## config.mk

```make
export PLATFORM = sky130hd
export DESIGN_NAME = bm_core_multiout
export DESIGN_NICKNAME = d
export VERILOG_FILES = /design/src/rtl/bm_core_multiout.sv
export SDC_FILE = /design/constraint.sdc
export NUM_CORES = 1
export LEC_CHECK = 0
export ABC_AREA = 0
export BUFFER_PORTS_ARGS = -buffer_cell sky130_fd_sc_hd__buf_2
export CAP_MARGIN = 10
export CORE_ASPECT_RATIO = 1.75
export CORE_MARGIN = 3
export CORE_UTILIZATION = 55
export CTS_CLUSTER_SIZE = 8
export DETAILED_ROUTE_END_ITERATION = 6
export HOLD_SLACK_MARGIN = 0.15
export PLACE_DENSITY = 0.89
export SYNTH_ARGS = -nofsm -noshare
export SYNTH_HDL_FRONTEND = slang
export SYNTH_SLANG_ARGS = --single-unit
```

## constraint.sdc

```tcl
create_clock -name clock_signal -period 3.5 [get_ports clock_signal]
set_input_delay 0 -clock clock_signal [delete_from_list [all_inputs] [get_ports clock_signal]]
set_output_delay 0 -clock clock_signal [all_outputs]
set_load 0.1 [all_outputs]
```

## src/rtl/bm_core_multiout.sv

```systemverilog
// bm_core_multiout: BondMachine-style processor core with 2^REG_AW registers
// and N_OUT output channels, each with a valid/received handshake.
// Instructions come from an external combinational ROM addressed by rom_bus.
// Optional build macro BM_CORE_STALL_ON_BUSY_EN: when defined, R2O to a busy
// channel stalls until the channel frees; when undefined, R2O overwrites the
// busy channel and execution continues (legacy behaviour).
module bm_core_multiout #(
    parameter int unsigned DW     = 8,
    parameter int unsigned REG_AW = 1,
    parameter int unsigned N_OUT  = 2,
    parameter int unsigned OUT_AW = 1,
    parameter int unsigned PC_W   = 3
) (
    input  logic                      clock_signal,
    input  logic                      reset_signal,
    output logic [PC_W-1:0]           rom_bus,
    input  logic [3+REG_AW+DW-1:0]    rom_value,
    output logic [N_OUT*DW-1:0]       o,
    output logic [N_OUT-1:0]          o_valid,
    input  logic [N_OUT-1:0]          o_received
);

    localparam int unsigned IW   = 3 + REG_AW + DW;
    localparam int unsigned NREG = 2 ** REG_AW;

    typedef enum logic [2:0] {
        OP_CLR  = 3'b000,
        OP_CPY  = 3'b001,
        OP_INC  = 3'b010,
        OP_J    = 3'b011,
        OP_R2O  = 3'b100,
        OP_RSET = 3'b101,
        OP_DEC  = 3'b110,
        OP_JZ   = 3'b111
    } op_e;

    logic [PC_W-1:0] pc_q, pc_d;
    logic [DW-1:0]   reg_q [NREG];
    logic [DW-1:0]   reg_d [NREG];
    logic [DW-1:0]   out_q [N_OUT];
    logic [DW-1:0]   out_d [N_OUT];
    logic [N_OUT-1:0] valid_q, valid_d;

    op_e               op_c;
    logic [REG_AW-1:0] rd_c;
    logic [DW-1:0]     imm_c;
    logic [REG_AW-1:0] rs_c;
    logic [OUT_AW-1:0] oi_c;
    logic [PC_W-1:0]   tgt_c;
    logic [PC_W-1:0]   pc_inc_c;
    logic [N_OUT-1:0]  busy_c;

    // Instruction field decode
    always_comb begin
        op_c     = op_e'(rom_value[IW-1 -: 3]);
        rd_c     = rom_value[IW-4 -: REG_AW];
        imm_c    = rom_value[DW-1:0];
        rs_c     = imm_c[DW-1 -: REG_AW];
        oi_c     = imm_c[DW-1 -: OUT_AW];
        tgt_c    = imm_c[PC_W-1:0];
        pc_inc_c = pc_q + PC_W'(1);
        busy_c   = valid_q & ~o_received;
    end

    // Next-state: execute the current instruction and track channel handshakes
    always_comb begin
        pc_d    = pc_inc_c;
        reg_d   = reg_q;
        out_d   = out_q;
        valid_d = valid_q & ~o_received;

        case (op_c)
            OP_CLR:  reg_d[rd_c] = '0;
            OP_CPY:  reg_d[rd_c] = reg_q[rs_c];
            OP_INC:  reg_d[rd_c] = reg_q[rd_c] + DW'(1);
            OP_J:    pc_d        = tgt_c;
            OP_R2O: begin
                // Indices beyond N_OUT match no channel and just advance pc
                for (int k = 0; k < N_OUT; k++) begin
                    if (oi_c == OUT_AW'(k)) begin
`ifdef BM_CORE_STALL_ON_BUSY_EN
                        if (busy_c[k]) begin
                            pc_d = pc_q;
                        end else begin
                            out_d[k]   = reg_q[rd_c];
                            valid_d[k] = 1'b1;
                        end
`else
                        out_d[k]   = reg_q[rd_c];
                        valid_d[k] = 1'b1;
`endif
                    end
                end
            end
            OP_RSET: reg_d[rd_c] = imm_c;
            OP_DEC:  reg_d[rd_c] = reg_q[rd_c] - DW'(1);
            OP_JZ: begin
                if (reg_q[rd_c] == '0) begin
                    pc_d = tgt_c;
                end
            end
            default: pc_d = pc_inc_c;
        endcase
    end

    // State registers with asynchronous reset
    always_ff @(posedge clock_signal or posedge reset_signal) begin
        if (reset_signal) begin
            pc_q    <= '0;
            valid_q <= '0;
            for (int i = 0; i < NREG; i++) begin
                reg_q[i] <= '0;
            end
            for (int k = 0; k < N_OUT; k++) begin
                out_q[k] <= '0;
            end
        end else begin
            pc_q    <= pc_d;
            valid_q <= valid_d;
            reg_q   <= reg_d;
            out_q   <= out_d;
        end
    end

    // Drive ports straight from the registers
    always_comb begin
        rom_bus = pc_q;
        o_valid = valid_q;
        for (int k = 0; k < N_OUT; k++) begin
            o[k*DW +: DW] = out_q[k];
        end
    end

endmodule

```

==> reports/results.ini <==
[worst_setup_path]
critical_path.slowest_cell=dlygate4sd3_1
crit_path_max_fanout=6
crit_buf_inv=1
end_kind=register
crit_family=buffers and inverters
crit_type=reg2reg
cpPeakStageDelay_ps=560
crit_path_cell_trace=mux2i_1 > ha_1 > o221ai_2 > o21ai_1 > nand3_2 > nor2_1 > a21oi_1 > dlygate4sd3_1
start_kind=register
arrival_ps=2770
required_ps=3680

[synthesis]
ys.flop_type=dfrtp_1
ys_ff_latch=37
async_flop_share_pct=100
synth_fp_nets=278
seq_area_frac_synth_pct=40.4
synth_edf_count=0
avgSynthCellArea_sq_um=8.85
synthCells=259
yosys_warnings=0
syn_area_sq_um=2290
ys_types=53

[grt]
grtUsageTotal_pct=26.6
overflow=0
grt_max_degree=38
grt_pass1_vias=2096
grt_first_pass_wirelength_um=9840
antenna_found_initial=0

[detailed_routing]
drt_first_iter_violations=99
viasPerCell=6.13
wirelength_um=5920
first_pass_iters=5
via_count=2116
remaining_drc_errors=0
routedWlPerCell_um=17.2
drtAntennaViolNets=0

[clock_tree]
clock_sinks=37
cts_tree=yes
insertion_delay_ps=290
postCtsSetupBuffers=0
cts_resized=0
cts_buffers=5
cts_root_buf=clkbuf_8
path_clk_slew_ps=80
cts_max_level=2
postCtsHoldBufs=10
clockBufferDepth=2

[final_layout]
design_area_sq_um=2630
nets=315
antennaDiodeCount=0
area_delta_synth_final_pct=14.7
drive_gt1_share_pct=20.2

[pwr]
powerDensity_nw_per_um2=709
vdd_ir_drop_max_mv=0.605
p_leak_nw=1.17

[min_path]
hold_path_class=in2reg

[timing]
rsz0062_at_grt=no
tightest_slew_ps=736
maxSlewHeadroom_pct=50.8
holdWs_ps=169
fin_crit_ps=2590
post-route-period-util_pct=74.0
skew_ps=7.78
finalHoldViolCount=0
finalSetupViolCount=0
fin_setup_tns_ps=0
fmax_ghz=0.386
maxSlewViolCount=0

[placement]
place_hpwl_um=4230
gp_congestion=0.991
port_buffers=36
post_dp_cell_area_sq_um=2440

[floorplanning]
ios=37
core_area_sq_um=3940
rows=30
die_h_um=91.4
die_area_sq_um=5010
start_util_pct=58.2
die-width_um=54.8

[status]
status=completed

[job]
cap_viol_max_count=0

-- worst register-to-register path, stage by stage (launching register included) --
cell	delay (ps)
dfrtp_1	470
mux2i_1	400
ha_1	350
o221ai_2	160
o21ai_1	200
nand3_2	150
nor2_1	140
a21oi_1	50
dlygate4sd3_1	560
-- cell usage in the layout (no fill, tap or decap), types with 4 or more instances in the layout --
cell type / instances
nand2_1: 29
xor2_1: 5
buf_2: 36
nor2_1: 23
nand3_1: 8
dlygate4sd3_1: 10
a21oi_1: 32
o21ai_0: 12
nand2b_1: 4
inv_1: 8
mux2i_1: 13
clkbuf_8: 5
dfrtp_1: 37
o21ai_1: 6
xnor2_1: 5
-- layer usage --
metal,routed length (um),part of all wire [%],vias up,GRT usage [%]
met3,437,7.4,21,4.76
met4,247,4.2,0,13.9
li1,-,-,992,-
met5,0,0,-,0
met1,2100,35,984,31.1
met2,3140,53,119,43.7
-- report_power, final --
part | leakage (nW) | internal [mW] | switching [mW]
registers | 0.452 | 0.526 | 0.106
clock network | 0.0439 | 0.137 | 0.161
logic | 0.675 | 0.228 | 0.706
-- sequential cells by signal, summed over array words and instances (netlist names) --
| signal | count |
|---|---|
| reg_q | 16 |
| o | 16 |
| o_valid | 2 |
| rom_bus | 3 |
-- stage by stage --
stage / setup WS (ps) / power (mW) / utilization [%] / cells
floorplan: 1660 / 1.38 / - / 259
global placement: 1240 / 1.53 / 62.0 / 327
detailed placement: 1200 / 1.55 / 62.0 / 327
CTS: 951 / 1.87 / 66.7 / 345
global route: 681 / 1.96 / 66.7 / 345
finish: 909 / 1.86 / 66.7 / 345
-- path summary, 6_finish.rpt --
kind | cells past startpoint | startpoint | slack (ps) | endpoint
setup / recovery | 8 | reg_q[0] | 910 | rom_bus[0]
hold / removal | 5 | rom_value[3] | 170 | reg_q[11]
setup reg to reg | 8 | reg_q[0] | 910 | rom_bus[0]
hold reg to reg | 2 | o[10] | 530 | o[10]
max in group asynchronous | 4 | reset_signal | 2820 | reg_q[13]
min in group asynchronous | 4 | reset_signal | 340 | o[8]
-- final cells by class --
class,instances,area (sq um)
clock buffers,5,68.8
clock inverters,3,17.5
fillers,333,1310
inverters,9,33.8
multi-input cells,196,1230
flip-flops and latches,37,926
well taps,48,60.1
repair buffers,47,288
-- cell usage after synthesis, types with 4 or more instances --
cell type / n / area share [%]
xor2_1: 5 / 1.9
buf_2: 6 / 1.3
nand2_1: 29 / 4.7
nand2b_1: 4 / 1.1
xnor2_1: 5 / 1.9
nand3_1: 8 / 1.7
o21ai_0: 12 / 2.6
dfrtp_1: 37 / 40
mux2i_1: 13 / 5.7
nor2_1: 23 / 3.8
inv_1: 8 / 1.3
a21oi_1: 32 / 7.0
clkbuf_1: 7 / 1.1
o21ai_1: 6 / 1.3
-- cells by family (layout without fill, tap and decap cells) --
| group | count (synthesis) | in the layout | share of synthesized area, % |
|---|---|---|---|
| mux | 19 | 19 | 9.01 |
| xor+xnor | 11 | 11 | 4.53 |
| fa+ha+maj | 3 | 3 | 1.64 |
| compound gates | 75 | 75 | 20.1 |
| buf+inv | 26 | 64 | 5.73 |
| flops | 37 | 37 | 40.4 |
| simple gates | 88 | 88 | 18.6 |
(Power assumes the default switching activity.)
